### src/rtl/friscv_uart_arbiter.sv
// friscv_uart_arbiter
// Shares a single UART register port between two requesters (m0, m1).
// After reset it first programs the UART itself: the clock divider goes to
// register 0x4, then the control byte goes to register 0x0. Only after that
// does it serve requesters. Requesters are served one at a time, in
// round-robin order.
//
// Ports
//   aclk, srst            clock, synchronous active-high reset
//   mX_en/wr/addr/wdata/strb
//                         requester X command (X = 0, 1)
//   mX_rdata, mX_ready    requester X read data and one-cycle completion pulse
//   uart_en/wr/addr/wdata/strb
//                         command to the UART (registered)
//   uart_rdata, uart_ready
//                         UART response
//   init_done             boot configuration finished
//   busy                  the arbiter is not in IDLE
module friscv_uart_arbiter #(
   parameter int         ADDRW        = 16,
   parameter int         XLEN         = 32,
   parameter int         INIT_DIVIDER = 4,
   parameter logic [7:0] INIT_CTRL    = 8'h01
)(
   input  logic              aclk,
   input  logic              srst,
   input  logic              m0_en,
   input  logic              m0_wr,
   input  logic [ADDRW-1:0]  m0_addr,
   input  logic [XLEN-1:0]   m0_wdata,
   input  logic [XLEN/8-1:0] m0_strb,
   output logic [XLEN-1:0]   m0_rdata,
   output logic              m0_ready,
   input  logic              m1_en,
   input  logic              m1_wr,
   input  logic [ADDRW-1:0]  m1_addr,
   input  logic [XLEN-1:0]   m1_wdata,
   input  logic [XLEN/8-1:0] m1_strb,
   output logic [XLEN-1:0]   m1_rdata,
   output logic              m1_ready,
   output logic              uart_en,
   output logic              uart_wr,
   output logic [ADDRW-1:0]  uart_addr,
   output logic [XLEN-1:0]   uart_wdata,
   output logic [XLEN/8-1:0] uart_strb,
   input  logic [XLEN-1:0]   uart_rdata,
   input  logic              uart_ready,
   output logic              init_done,
   output logic              busy
);

   typedef enum logic [2:0] {
      ST_INIT_DIV,
      ST_INIT_CTRL,
      ST_IDLE,
      ST_XFER,
      ST_DONE
   } state_t;

   state_t state_reg, state_next;

   // Requester ports gathered into arrays, so that the grant index selects
   // one of them directly.
   logic [1:0]        req_en;
   logic [1:0]        req_wr;
   logic [ADDRW-1:0]  req_addr  [2];
   logic [XLEN-1:0]   req_wdata [2];
   logic [XLEN/8-1:0] req_strb  [2];

   assign req_en       = {m1_en, m0_en};
   assign req_wr       = {m1_wr, m0_wr};
   assign req_addr[0]  = m0_addr;
   assign req_addr[1]  = m1_addr;
   assign req_wdata[0] = m0_wdata;
   assign req_wdata[1] = m1_wdata;
   assign req_strb[0]  = m0_strb;
   assign req_strb[1]  = m1_strb;

   logic              uart_en_reg, uart_en_next;
   logic              uart_wr_reg, uart_wr_next;
   logic [ADDRW-1:0]  uart_addr_reg, uart_addr_next;
   logic [XLEN-1:0]   uart_wdata_reg, uart_wdata_next;
   logic [XLEN/8-1:0] uart_strb_reg, uart_strb_next;
   logic [XLEN-1:0]   rdata_reg [2];
   logic [XLEN-1:0]   rdata_next [2];
   logic [1:0]        ready_reg, ready_next;
   logic              init_done_reg, init_done_next;
   logic              busy_reg, busy_next;
   logic              grant_reg, grant_next;   // requester currently being served
   logic              ptr_reg, ptr_next;       // requester that wins a tie
   logic              pick;

   // When both requesters ask, the pointer decides. A lone requester always wins.
   assign pick = (req_en == 2'b11) ? ptr_reg : req_en[1];

   // State register
   always_ff @(posedge aclk) begin
      if (srst) begin
         state_reg <= ST_INIT_DIV;
      end else begin
         state_reg <= state_next;
      end
   end

   // Next-state logic
   always_comb begin
      state_next = state_reg;
      case (state_reg)
         // A completion counts only while a write is actually on the bus.
         // uart_en is low for the first cycle after reset.
         ST_INIT_DIV:  if (uart_en_reg && uart_ready) state_next = ST_INIT_CTRL;
         ST_INIT_CTRL: if (uart_en_reg && uart_ready) state_next = ST_IDLE;
         ST_IDLE:      if (|req_en)                   state_next = ST_XFER;
         ST_XFER:      if (uart_ready)                state_next = ST_DONE;
         ST_DONE:                                     state_next = ST_IDLE;
         default:                                     state_next = ST_INIT_DIV;
      endcase
   end

   // Output logic: computes the values that the output registers load next
   always_comb begin
      uart_en_next    = uart_en_reg;
      uart_wr_next    = uart_wr_reg;
      uart_addr_next  = uart_addr_reg;
      uart_wdata_next = uart_wdata_reg;
      uart_strb_next  = uart_strb_reg;
      rdata_next      = rdata_reg;
      ready_next      = 2'b00;
      init_done_next  = init_done_reg;
      grant_next      = grant_reg;
      ptr_next        = ptr_reg;
      case (state_reg)
         ST_INIT_DIV: begin
            // uart_en stays high when moving to the control write. The UART
            // ignores the cycle in which it returns ready.
            uart_en_next   = 1'b1;
            uart_wr_next   = 1'b1;
            uart_strb_next = {(XLEN/8){1'b1}};
            if (state_next == ST_INIT_CTRL) begin
               uart_addr_next  = '0;
               uart_wdata_next = XLEN'(INIT_CTRL);
            end else begin
               uart_addr_next  = ADDRW'(4);
               uart_wdata_next = XLEN'(INIT_DIVIDER);
            end
         end
         ST_INIT_CTRL: begin
            if (state_next == ST_IDLE) begin
               uart_en_next   = 1'b0;
               init_done_next = 1'b1;
            end else begin
               uart_en_next    = 1'b1;
               uart_wr_next    = 1'b1;
               uart_addr_next  = '0;
               uart_wdata_next = XLEN'(INIT_CTRL);
               uart_strb_next  = {(XLEN/8){1'b1}};
            end
         end
         ST_IDLE: begin
            if (|req_en) begin
               grant_next      = pick;
               uart_en_next    = 1'b1;
               uart_wr_next    = req_wr[pick];
               uart_addr_next  = req_addr[pick];
               uart_wdata_next = req_wdata[pick];
               uart_strb_next  = req_strb[pick];
            end
         end
         ST_XFER: begin
            if (uart_ready) begin
               uart_en_next          = 1'b0;
               rdata_next[grant_reg] = uart_rdata;
               ready_next[grant_reg] = 1'b1;
               ptr_next              = ~grant_reg;
            end
         end
         default: ;
      endcase
      busy_next = (state_next != ST_IDLE);
   end

   // Output registers
   always_ff @(posedge aclk) begin
      if (srst) begin
         uart_en_reg    <= 1'b0;
         uart_wr_reg    <= 1'b0;
         uart_addr_reg  <= '0;
         uart_wdata_reg <= '0;
         uart_strb_reg  <= '0;
         rdata_reg[0]   <= '0;
         rdata_reg[1]   <= '0;
         ready_reg      <= 2'b00;
         init_done_reg  <= 1'b0;
         busy_reg       <= 1'b1;
         grant_reg      <= 1'b0;
         ptr_reg        <= 1'b0;
      end else begin
         uart_en_reg    <= uart_en_next;
         uart_wr_reg    <= uart_wr_next;
         uart_addr_reg  <= uart_addr_next;
         uart_wdata_reg <= uart_wdata_next;
         uart_strb_reg  <= uart_strb_next;
         rdata_reg[0]   <= rdata_next[0];
         rdata_reg[1]   <= rdata_next[1];
         ready_reg      <= ready_next;
         init_done_reg  <= init_done_next;
         busy_reg       <= busy_next;
         grant_reg      <= grant_next;
         ptr_reg        <= ptr_next;
      end
   end

   assign uart_en    = uart_en_reg;
   assign uart_wr    = uart_wr_reg;
   assign uart_addr  = uart_addr_reg;
   assign uart_wdata = uart_wdata_reg;
   assign uart_strb  = uart_strb_reg;
   assign m0_rdata   = rdata_reg[0];
   assign m1_rdata   = rdata_reg[1];
   assign m0_ready   = ready_reg[0];
   assign m1_ready   = ready_reg[1];
   assign init_done  = init_done_reg;
   assign busy       = busy_reg;

endmodule

### config.mk
export PLATFORM = sky130hd
export DESIGN_NAME = friscv_uart_arbiter
export DESIGN_NICKNAME = d
export VERILOG_FILES = /design/src/rtl/friscv_uart_arbiter.sv
export SDC_FILE = /design/constraint.sdc
export NUM_CORES = 1
export LEC_CHECK = 0
export CAP_MARGIN = 20
export CELL_PAD_IN_SITES_DETAIL_PLACEMENT = 0
export CELL_PAD_IN_SITES_GLOBAL_PLACEMENT = 1
export CORE_ASPECT_RATIO = 0.9
export CORE_UTILIZATION = 30
export CTS_CLUSTER_DIAMETER = 40
export DETAILED_ROUTE_END_ITERATION = 6
export PLACE_DENSITY_LB_ADDON = 0.08
export REMOVE_ABC_BUFFERS = 1
export SETUP_SLACK_MARGIN = 0.05
export SLEW_MARGIN = 20
export SYNTH_ARGS = -nofsm -noshare
export SYNTH_HDL_FRONTEND = slang
export SYNTH_SLANG_ARGS = --single-unit
### constraint.sdc
create_clock -name aclk -period 2.24 [get_ports aclk]
set_clock_uncertainty 0.1 [all_clocks]
set_input_delay 0.448 -clock aclk [delete_from_list [all_inputs] [get_ports aclk]]
set_output_delay 0.448 -clock aclk [all_outputs]
set_load 0.005 [all_outputs]
==> results_dict.tcl <==
set metrics [dict create \
    synth-edff-count 0 \
    path_max_fanout 7 \
    setup.worst_path.start "uart_en$_SDFFE_PP0P_" \
    min_path_type "flip-flop to flip-flop" \
    crit_family "buffers and inverters" \
    cts_buffer_depth 2 \
    nets 876 \
    route.detailed.wl_per_inst_um 16.0 \
    min_period_over_period_pct 88.0 \
    cts_hold_buf 0 \
    relSlewSlack_pct 58.9 \
    route.vias.total 4424 \
    synth_top_area_cell "dfxtp_1" \
    area_growth_pct 75.9 \
    fmax_ghz 0.507 \
    rsz0062_at_grt "false" \
    intPower_w 0.00458 \
    num_rows 43 \
    grt.total_usage_pct 18.7 \
    synth_seq_cells 127 \
    multi_input_area_mm2 0.00202 \
    p_switching_w 0.00120 \
    reg2reg_from "state_reg[2]$_SDFF_PP0_" \
    slowest_stage "clkdlybuf4s50_1" \
    ctsResizeCount 0 \
    leakage_nw 3.25 \
    die_x_um 135 \
    cts_setup_buffers 0 \
    start_kind "flip-flop" \
    numPortBuffers 264 \
    report.final.slew_viol_count 0 \
    sw_frac_of_total_pct 20.8 \
    worst_slew_pin_slew_ps 614 \
    synth_top_area_share_pct 53.5 \
    regArea_mm2 0.00254 \
    initial_utilization_pct 30.8 \
    setup_violations 0 \
    comb_power_share_pct 9.9 \
    coreArea_mm2 0.0154 \
    critical_path_class "flip-flop to primary output" \
    htreeDepth 4 \
    gp_congestion 0.735 \
    antenna_cells 0 \
    layout_common_cells "clkdlybuf4s50_1 (263), dfxtp_1 (127), nand2_1 (71), mux2i_1 (50), o2bb2ai_1 (45)" \
    drc 0 \
    cts_tree "yes" \
    dp_cells 915 \
    die_h_um 121 \
    drive_above_1_share_pct 8.99 \
    status "complete, no violations" \
    ant_nets 0 \
    final_common_cell "clkdlybuf4s50_1" \
    drt_first_pass_iters 4 \
    power.density_mw_per_mm2 691 \
    critPathBufInv 1 \
    clock-sinks 127 \
    ios 265 \
    synth_area_per_cell_um2 10.3 \
    seqPwrFrac_pct 40.2 \
    fin_crit_ps 1970 \
    dpl.hpwl_mm 11.2 \
    synth_top_flop_cell "dfxtp_1" \
    wirelength_mm 15.1 \
    clk_latency_ps 410 \
    design_area_mm2 0.00837 \
    slowest_delay_ps 550 \
    synth_area_mm2 0.00476 \
    grt_overflow 0 \
    avgViaCountPerCell 4.67 \
    crit_required_ps 1690 \
    final-hold-violation-count 0 \
    postPlaceCellArea_mm2 0.00772 \
    peakVddDrop_mv 0.525 \
    grt_pass1_wl_mm 23.3 \
    holdWs_ps 350 \
    cts_root_buffer "clkbuf_16" \
    fillers 1393 \
    yosys-top-cells-area "dfxtp_1 (53%), mux2i_1 (11%), o2bb2ai_1 (8.3%), a22o_1 (5.9%), nand2_1 (5.7%)" \
    min-delay-start "m0_rdata[15]$_SDFFE_PP0P_" \
    synthArstFlopShare_pct 0 \
    critPathArrivalTime_ps 1420 \
    setup_tns_ps 0 \
    first_iter_violations 119 \
    antenna_found_initial 0 \
    stdcell_count 947 \
    clk_pin_slew_ps 50 \
    p_clk_share_pct 49.8 \
    maxCapViolations 0 \
    ys_warn_count 0 \
    cp-end-kind "primary output" \
    seq_area_frac_synth_pct 53.5 \
    die_area_mm2 0.0164 \
    numCtsBuffers 17 \
    synth_cell_types 34 \
    grt_max_degree 47 \
    crit_chain "clkdlybuf4s50_1" \
    grt_pass1_vias 4381 \
    synthCells 461 \
]
==> power groups by stage <==
stage	combinational, W	sequential (W)	clock (W)
final	0.000574	0.00233	0.00288
after global routing	0.000618	0.00233	0.00305
after CTS	0.000578	0.00232	0.00295
after detailed placement	0.000576	0.00237	0
after global placement	0.000572	0.00237	0
after floorplan	0.000160	0.00237	0
==> cell type report <==
class / count / share of cell area (%)
clock buffers: 20 / 5.46
clock inverters: 11 / 1.96
inverters: 2 / 0.0897
multi-input cells: 294 / 24.2
flip-flops and latches: 127 / 30.4
well taps: 202 / 3.02
repair buffers: 291 / 34.9
==> final timing paths <==
path,to,slack [ps],cells past startpoint
max,uart_en,270,1
min,m0_rdata[15]$_SDFFE_PP0P_,350,2
max reg2reg,uart_addr[5]$_SDFFE_PP0P_,360,5
min reg2reg,m0_rdata[15]$_SDFFE_PP0P_,350,2
==> synthesized netlist by cell type (all sizes together) (2+ instances only) <==
cell	instances
dfxtp	127
nand2	72
mux2i	50
o2bb2ai	45
a21oi	38
a22o	32
buf	27
nor2	20
clkbuf	11
o21ai	6
a311oi	5
nand2b	3
a211oi	2
a21bo	2
inv	2
nand3	2
nand4b	2
nor3b	2
o21a	2
==> per-stage QoR <==
stage	total power, W	util (%)	setup WS (ps)
after floorplan	0.00253	-	-504
after global placement	0.00294	50.0	-250
after detailed placement	0.00295	50.0	-311
after CTS	0.00585	54.0	120
after global routing	0.00600	54.2	194
final	0.00578	54.2	268
==> routing by layer <==
metal	vias to the layer above	global-route usage [%]	wire length, µm
li1	2213	-	-
met1	2054	22.4	6400
met2	138	31.2	7560
met3	19	6.06	919
met4	0	6.88	237
met5	-	0	0
==> kinds of logic after synthesis <==
group / after synthesis / share of synthesized area (%)
XOR/XNOR: 1 / 0.184
buffers and inverters: 40 / 4.24
AO/OA/AOI/OAI: 137 / 22.0
multiplexers: 50 / 10.5
AND/OR/NAND/NOR: 106 / 9.63
flip-flops: 127 / 53.5
Power figures use the tool's default switching activity.
